===== src/rtl/cc_sar_search_if.sv =====
// ---------------------------------------------------------------------------
// cc_sar_search_if
//   Groups the successive-approximation search handshake and the external
//   comparator connections into one bundle.
//
//   Signals (W = NUMBER_DATAWIDTH):
//     CC_SAR_SEARCH_start_In      1  request a new search (used only when idle)
//     CC_SAR_SEARCH_lessthan_In   1  comparator result: unknown X < trial
//     CC_SAR_SEARCH_trial_OutBUS  W  trial value fed to comparator operand B
//     CC_SAR_SEARCH_result_OutBUS W  search result (equals X after completion)
//     CC_SAR_SEARCH_busy_Out      1  search in progress (TEST or DONE)
//     CC_SAR_SEARCH_done_Out      1  one-cycle pulse, result valid
//
//   Modports:
//     master - requester / comparator side (drives start and lessthan)
//     slave  - the search engine
// ---------------------------------------------------------------------------
interface cc_sar_search_if #(
  parameter int NUMBER_DATAWIDTH = 8
);
  logic                        CC_SAR_SEARCH_start_In;
  logic                        CC_SAR_SEARCH_lessthan_In;
  logic [NUMBER_DATAWIDTH-1:0] CC_SAR_SEARCH_trial_OutBUS;
  logic [NUMBER_DATAWIDTH-1:0] CC_SAR_SEARCH_result_OutBUS;
  logic                        CC_SAR_SEARCH_busy_Out;
  logic                        CC_SAR_SEARCH_done_Out;

  modport master (
    output CC_SAR_SEARCH_start_In,
    output CC_SAR_SEARCH_lessthan_In,
    input  CC_SAR_SEARCH_trial_OutBUS,
    input  CC_SAR_SEARCH_result_OutBUS,
    input  CC_SAR_SEARCH_busy_Out,
    input  CC_SAR_SEARCH_done_Out
  );

  modport slave (
    input  CC_SAR_SEARCH_start_In,
    input  CC_SAR_SEARCH_lessthan_In,
    output CC_SAR_SEARCH_trial_OutBUS,
    output CC_SAR_SEARCH_result_OutBUS,
    output CC_SAR_SEARCH_busy_Out,
    output CC_SAR_SEARCH_done_Out
  );
endinterface


===== src/rtl/cc_sar_search.sv =====
// ---------------------------------------------------------------------------
// cc_sar_search
//   Successive-approximation search for an unknown value X that lives behind
//   an external combinational comparator. One bit is decided per clock, MSB
//   first; a W-bit search takes W TEST cycles plus one DONE cycle.
//
//   Ports:
//     CC_SAR_SEARCH_CLOCK_50      in   clock, rising edge
//     CC_SAR_SEARCH_RESET_InHigh  in   synchronous active-high reset
//     bus                         slave modport of cc_sar_search_if
//                                 (start/lessthan in, trial/result/busy/done out)
// ---------------------------------------------------------------------------
module cc_sar_search #(
  parameter int NUMBER_DATAWIDTH = 8
) (
  input  logic              CC_SAR_SEARCH_CLOCK_50,
  input  logic              CC_SAR_SEARCH_RESET_InHigh,
  cc_sar_search_if.slave    bus
);
  localparam int W  = NUMBER_DATAWIDTH;
  localparam int IW = (W > 2) ? $clog2(W) : 1;

  typedef enum logic [1:0] {IDLE, TEST, DONE} state_t;

  state_t          state_reg, state_next;
  logic [W-1:0]    trial_reg, trial_next;
  logic [W-1:0]    result_reg, result_next;
  logic [IW-1:0]   index_reg, index_next;
  logic [W-1:0]    acc;
  logic            busy, done;

  // State and datapath registers
  always_ff @(posedge CC_SAR_SEARCH_CLOCK_50) begin
    if (CC_SAR_SEARCH_RESET_InHigh) begin
      state_reg  <= IDLE;
      trial_reg  <= '0;
      result_reg <= '0;
      index_reg  <= '0;
    end else begin
      state_reg  <= state_next;
      trial_reg  <= trial_next;
      result_reg <= result_next;
      index_reg  <= index_next;
    end
  end

  // Next-state and datapath update
  always_comb begin
    state_next  = state_reg;
    trial_next  = trial_reg;
    result_next = result_reg;
    index_next  = index_reg;

    // The trial currently presented already carries the bit under test set;
    // the comparator decides whether that bit survives.
    acc = trial_reg;
    if (bus.CC_SAR_SEARCH_lessthan_In) begin
      acc[index_reg] = 1'b0;
    end

    case (state_reg)
      IDLE: begin
        trial_next = '0;
        if (bus.CC_SAR_SEARCH_start_In) begin
          state_next  = TEST;
          trial_next  = {1'b1, {(W-1){1'b0}}};
          result_next = '0;
          index_next  = IW'(W-1);
        end
      end
      TEST: begin
        if (index_reg == '0) begin
          // Last bit decided: publish the result, trial keeps its last value
          result_next = acc;
          state_next  = DONE;
        end else begin
          trial_next = acc | (W'(1) << (index_reg - 1'b1));
          index_next = index_reg - 1'b1;
        end
      end
      DONE: begin
        state_next = IDLE;
        trial_next = '0;
      end
      default: begin
        state_next = IDLE;
        trial_next = '0;
      end
    endcase
  end

  // Outputs decoded purely from registered state
  always_comb begin
    busy = 1'b0;
    done = 1'b0;
    case (state_reg)
      TEST:    busy = 1'b1;
      DONE: begin
        busy = 1'b1;
        done = 1'b1;
      end
      default: ;
    endcase
  end

  assign bus.CC_SAR_SEARCH_trial_OutBUS  = trial_reg;
  assign bus.CC_SAR_SEARCH_result_OutBUS = result_reg;
  assign bus.CC_SAR_SEARCH_busy_Out      = busy;
  assign bus.CC_SAR_SEARCH_done_Out      = done;

endmodule


===== src/flat_wrapper.sv =====
// flat-port wrapper written by rule: the top's interface ports become plain ports
module cc_sar_search_flat 
#(
  parameter int NUMBER_DATAWIDTH = 8
)
  (CC_SAR_SEARCH_CLOCK_50, CC_SAR_SEARCH_RESET_InHigh, bus_CC_SAR_SEARCH_start_In, bus_CC_SAR_SEARCH_lessthan_In, bus_CC_SAR_SEARCH_trial_OutBUS, bus_CC_SAR_SEARCH_result_OutBUS, bus_CC_SAR_SEARCH_busy_Out, bus_CC_SAR_SEARCH_done_Out);
  cc_sar_search_if #(.NUMBER_DATAWIDTH(NUMBER_DATAWIDTH)) bus_i ();
  input  logic CC_SAR_SEARCH_CLOCK_50;
  input  logic CC_SAR_SEARCH_RESET_InHigh;
  input wire logic [$bits(bus_i.CC_SAR_SEARCH_start_In)-1:0] bus_CC_SAR_SEARCH_start_In;
  input wire logic [$bits(bus_i.CC_SAR_SEARCH_lessthan_In)-1:0] bus_CC_SAR_SEARCH_lessthan_In;
  output wire logic [$bits(bus_i.CC_SAR_SEARCH_trial_OutBUS)-1:0] bus_CC_SAR_SEARCH_trial_OutBUS;
  output wire logic [$bits(bus_i.CC_SAR_SEARCH_result_OutBUS)-1:0] bus_CC_SAR_SEARCH_result_OutBUS;
  output wire logic [$bits(bus_i.CC_SAR_SEARCH_busy_Out)-1:0] bus_CC_SAR_SEARCH_busy_Out;
  output wire logic [$bits(bus_i.CC_SAR_SEARCH_done_Out)-1:0] bus_CC_SAR_SEARCH_done_Out;
  assign bus_i.CC_SAR_SEARCH_start_In = bus_CC_SAR_SEARCH_start_In;
  assign bus_i.CC_SAR_SEARCH_lessthan_In = bus_CC_SAR_SEARCH_lessthan_In;
  assign bus_CC_SAR_SEARCH_trial_OutBUS = bus_i.CC_SAR_SEARCH_trial_OutBUS;
  assign bus_CC_SAR_SEARCH_result_OutBUS = bus_i.CC_SAR_SEARCH_result_OutBUS;
  assign bus_CC_SAR_SEARCH_busy_Out = bus_i.CC_SAR_SEARCH_busy_Out;
  assign bus_CC_SAR_SEARCH_done_Out = bus_i.CC_SAR_SEARCH_done_Out;
  cc_sar_search #(.NUMBER_DATAWIDTH(NUMBER_DATAWIDTH)) u_core (.CC_SAR_SEARCH_CLOCK_50(CC_SAR_SEARCH_CLOCK_50), .CC_SAR_SEARCH_RESET_InHigh(CC_SAR_SEARCH_RESET_InHigh), .bus(bus_i));
endmodule

===== config.mk =====
export PLATFORM = sky130hd
export DESIGN_NAME = cc_sar_search_flat
export DESIGN_NICKNAME = d
export VERILOG_FILES = /design/src/rtl/cc_sar_search_if.sv /design/src/rtl/cc_sar_search.sv /design/src/flat_wrapper.sv
export SDC_FILE = /design/constraint.sdc
export NUM_CORES = 1
export LEC_CHECK = 0
export ABC_AREA = 1
export BUFFER_PORTS_ARGS = -buffer_cell sky130_fd_sc_hd__clkbuf_2
export CORE_ASPECT_RATIO = 0.75
export CORE_UTILIZATION = 49
export CTS_BUF_LIST = sky130_fd_sc_hd__clkbuf_8
export CTS_CLUSTER_SIZE = 28
export DETAILED_ROUTE_END_ITERATION = 7
export GPL_ROUTABILITY_DRIVEN = 0
export PLACE_DENSITY = 0.83
export SETUP_SLACK_MARGIN = 0.3
export SLEW_MARGIN = 25
export SYNTH_ARGS = -nofsm -noshare
export SYNTH_HDL_FRONTEND = slang
export SYNTH_SLANG_ARGS = --single-unit

===== constraint.sdc =====
create_clock -name CC_SAR_SEARCH_CLOCK_50 -period 3 [get_ports CC_SAR_SEARCH_CLOCK_50]
set_input_delay 0.3 -clock CC_SAR_SEARCH_CLOCK_50 [delete_from_list [all_inputs] [get_ports CC_SAR_SEARCH_CLOCK_50]]
set_output_delay 0.3 -clock CC_SAR_SEARCH_CLOCK_50 [all_outputs]
set_load 0.05 [all_outputs]

==> results_tabular.tex <==
\begin{tabular}{lr}
\hline
Metric & Value \\
\hline
\multicolumn{2}{l}{\textbf{Status}} \\
\quad Status & completed \\
\multicolumn{2}{l}{\textbf{Floorplan}} \\
\quad Horizontal die dimension & 59.6 um \\
\quad Core Region & 2330 um\^{}2 \\
\quad Area of the die & 2690 um\^{}2 \\
\quad Chip Height & 45.2 um \\
\quad Count of pins on the block boundary & 22 \\
\quad Initial core utilization & 52.4\% \\
\quad Placement row count & 15 \\
\multicolumn{2}{l}{\textbf{Worst setup path}} \\
\quad Slack of the worst reg-to-reg path & 1.31 ns \\
\quad CP Buf/Inv Count & 1 \\
\quad Crit start category & flip-flop \\
\quad Top fanout value on the critical path & 12 \\
\quad Sequence of cells on the critical path & inv\_1, ha\_1, nand3\_4, nor2\_2, o211ai\_1, a21oi\_1 \\
\quad Cell family with most CP delay & adder cells \\
\quad Worst setup path category & flip-flop to flip-flop \\
\quad Arrival time worst endpoint & 1.89 ns \\
\quad Slowest CP cell & sky130\_fd\_sc\_hd\_\_ha\_1 \\
\quad Delay contributed by the slowest stage of the critical path & 0.52 ns \\
\quad Critical Path RT & 3.20 ns \\
\quad Critical path capture point type & flip-flop \\
\multicolumn{2}{l}{\textbf{Route}} \\
\quad Initial DRT Pass Iterations & 4 \\
\quad Total length of routed met3 wires & 235 um \\
\quad Initial detailed-routing violation count & 65 \\
\quad Ratio of routed vias to standard cells & 5.34 \\
\quad DRC violation count after routing & 0 \\
\quad Detailed-route wire length per cell & 12.2 um \\
\quad Max layer used & met4 \\
\quad Met2 Wirelength & 1220 um \\
\quad Total via count in the routed design & 1201 \\
\quad Wirelength, routed & 2740 um \\
\quad Count of antenna-violating nets left after detailed routing & 0 \\
\quad Routed met1 length & 1230 um \\
\multicolumn{2}{l}{\textbf{Worst hold path}} \\
\quad Class of the tightest hold or removal check & input pin to flip-flop \\
\multicolumn{2}{l}{\textbf{Timing}} \\
\quad Number of slew-limit violations in the final report & 0 \\
\quad Setup TNS after final layout & 0 ns \\
\quad Setup-violating endpoint count in the final report & 0 \\
\quad Slack of the critical path & 1.31 ns \\
\quad Remaining max-slew budget at the tightest pin & 64.2\% \\
\quad Minimum period implied by the final worst setup slack & 1.69 ns \\
\quad Worst clock skew on the final layout & 0.00184 ns \\
\quad Setup repair after global routing missed its margin & false \\
\quad Fin crit share & 56.4\% \\
\quad Highest clock frequency the design can meet & 0.592 GHz \\
\quad Number of endpoints with negative hold slack in the final report & 0 \\
\quad Worst-Margin Slew & 0.537 ns \\
\multicolumn{2}{l}{\textbf{Logic synthesis}} \\
\quad Post-Syn Area & 1220 um\^{}2 \\
\quad Sequential element share of the synthesized area & 34.5\% \\
\quad Number of enable flip-flop cells after synthesis & 0 \\
\quad Synth unique cells & 26 \\
\quad Leading cell types by count after synthesis & 55 x sky130\_fd\_sc\_hd\_\_nand2\_1, 21 x sky130\_fd\_sc\_hd\_\_dfxtp\_1, 16 x sky130\_fd\_sc\_hd\_\_a21oi\_1, 14 x sky130\_fd\_sc\_hd\_\_inv\_1, 10 x sky130\_fd\_sc\_hd\_\_ha\_1 \\
\quad YS warnings & 0 \\
\quad Dominant synthesized flop cell & sky130\_fd\_sc\_hd\_\_dfxtp\_1 \\
\quad Net Count, Synth & 182 \\
\quad Async set-or-reset flop fraction in the synthesized netlist & 0\% \\
\quad Synth Instances & 168 \\
\quad Mapped Avg Cell Area & 7.25 um\^{}2 \\
\quad Dominant cell by count in the synthesized netlist & sky130\_fd\_sc\_hd\_\_nand2\_1 \\
\quad Share of the synthesized area in the top cell type & 34.5\% \\
\quad Ranking of synthesized cells by area & sky130\_fd\_sc\_hd\_\_dfxtp\_1 34\%, sky130\_fd\_sc\_hd\_\_nand2\_1 17\%, sky130\_fd\_sc\_hd\_\_ha\_1 10\%, sky130\_fd\_sc\_hd\_\_a21oi\_1 6.6\%, sky130\_fd\_sc\_hd\_\_inv\_1 4.3\% \\
\quad Cell type contributing the most total cell area after synthesis & sky130\_fd\_sc\_hd\_\_dfxtp\_1 \\
\quad \#FFs+latches synth & 21 \\
\multicolumn{2}{l}{\textbf{Power}} \\
\quad Reported leakage power & 0.680 nW \\
\quad IR drop worst, VDD & 0.000496 V \\
\quad PwrDens & 1070 nW/um\^{}2 \\
\multicolumn{2}{l}{\textbf{Placed design}} \\
\quad HPWL after DPL & 2130 um \\
\quad Port bufs & 21 \\
\quad Pre-CTS setup slack & 1.34 ns \\
\multicolumn{2}{l}{\textbf{GRT}} \\
\quad Via count of the first global-routing pass & 1031 \\
\quad Largest net degree at the start of global routing & 15 \\
\quad Global-route usage over all layers & 23.0\% \\
\quad Congestion Overflow GR & 0 \\
\quad Initial antenna violation count & 0 \\
\quad Global-route wire length before repair & 4570 um \\
\multicolumn{2}{l}{\textbf{Cells and area}} \\
\quad Proportion of layout cells with a drive suffix above 1 & 23.0\% \\
\quad NumNets Final & 206 \\
\quad Area growth from synthesis to layout & 14.7\% \\
\quad Antenna cells & 0 \\
\multicolumn{2}{l}{\textbf{CTS}} \\
\quad CTS tree & built \\
\quad Total of hold buffers inserted after clock tree synthesis & 0 \\
\quad Buffer depth of the longest clock path & 2 \\
\quad Cell at the root of the clock tree & sky130\_fd\_sc\_hd\_\_clkbuf\_8 \\
\quad Post-cts repair resize count & 0 \\
\quad Clock transition at the register clock pins on the worst setup and hold paths after CTS & 0.08 ns \\
\quad \# H-tree levels & 1 \\
\quad Number of clock sinks & 21 \\
\quad Number of clock buffers inserted by TritonCTS & 3 \\
\quad Number of post-CTS setup repair buffers & 0 \\
\quad Clock network latency to the later pin of the worst-skew pair & 0.27 ns \\
\multicolumn{2}{l}{\textbf{Job}} \\
\quad Max-Cap Viols & 0 \\
\hline
\end{tabular}
## power by group
group / total, W / leakage, nW / switching (W) / internal (W)
logic: 0.000905 / 0.483 / 0.000657 / 0.000248
registers: 0.000395 / 0.171 / 0.0000529 / 0.000343
clock network: 0.000192 / 0.0255 / 0.0000987 / 0.0000929
## cell usage in the layout (no fill, tap or decap), types with 2 or more instances in the layout
master / n
sky130_fd_sc_hd__a21oi_1: 16
sky130_fd_sc_hd__clkbuf_2: 21
sky130_fd_sc_hd__clkbuf_8: 3
sky130_fd_sc_hd__dfxtp_1: 21
sky130_fd_sc_hd__ha_1: 10
sky130_fd_sc_hd__inv_1: 14
sky130_fd_sc_hd__inv_2: 4
sky130_fd_sc_hd__inv_4: 2
sky130_fd_sc_hd__nand2_1: 55
sky130_fd_sc_hd__nand2_2: 3
sky130_fd_sc_hd__nand2_4: 2
sky130_fd_sc_hd__nand3_1: 8
sky130_fd_sc_hd__nor2_1: 8
sky130_fd_sc_hd__nor2_2: 2
sky130_fd_sc_hd__nor3_1: 2
sky130_fd_sc_hd__o211ai_1: 3
sky130_fd_sc_hd__o21ai_0: 6
sky130_fd_sc_hd__o21bai_1: 2
## final timing paths
path	from	to	depth (start not counted)
setup reg to reg	u_core.state_reg[1]$_SDFFE_PP0P_	u_core.bus.CC_SAR_SEARCH_result_OutBUS[6]$_SDFFE_PP0P_	6
setup / recovery	u_core.state_reg[1]$_SDFFE_PP0P_	u_core.bus.CC_SAR_SEARCH_result_OutBUS[6]$_SDFFE_PP0P_	6
hold reg to reg	u_core.bus.CC_SAR_SEARCH_result_OutBUS[5]$_SDFFE_PP0P_	u_core.bus.CC_SAR_SEARCH_result_OutBUS[5]$_SDFFE_PP0P_	2
hold / removal	CC_SAR_SEARCH_RESET_InHigh	u_core.bus.CC_SAR_SEARCH_result_OutBUS[5]$_SDFFE_PP0P_	2
## area by class of cell
class                      instances  area, um^2
multi-input combinational        125         703
clock buffer                       3        41.3
timing repair buffer              21         105
fill                             224         930
inverter                          20        80.1
clock inverter                     1        5.00
tap                               34        42.5
sequential                        21         420
## stage by stage
step | instance area, um^2 | instances | total power (W) | utilization [%] | hold slack [ns]
after global routing | 1400 | 225 | 0.00160 | 60.1 | 0.437
after floorplan | 1220 | 168 | 0.00114 | - | 0.369
after CTS | 1400 | 225 | 0.00148 | 60.1 | 0.415
final | 1400 | 225 | 0.00149 | 60.1 | 0.411
after detailed placement | 1350 | 221 | 0.00129 | 58.1 | 0.456
after global placement | 1350 | 221 | 0.00126 | 58.1 | 0.446
## logic make-up (layout without fill, tap and decap cells)
kind of cell             after synthesis  in the layout  synth area share (%)
buffers and inverters                 22             45                  7.80
AO/OA/AOI/OAI                         30             30                  14.5
AND/OR/NAND/NOR                       85             85                  33.0
flip-flops                            21             21                  34.5
adder cells (fa/ha/maj)               10             10                  10.3
## routing by layer
layer  global-route usage (%)  vias to the layer above
met5                        0                        -
met4                     8.37                        0
met3                     5.44                        9
met2                     35.7                       49
met1                     31.4                      559
li1                         -                      584
No activity file was read; power rests on OpenSTA's default activity.
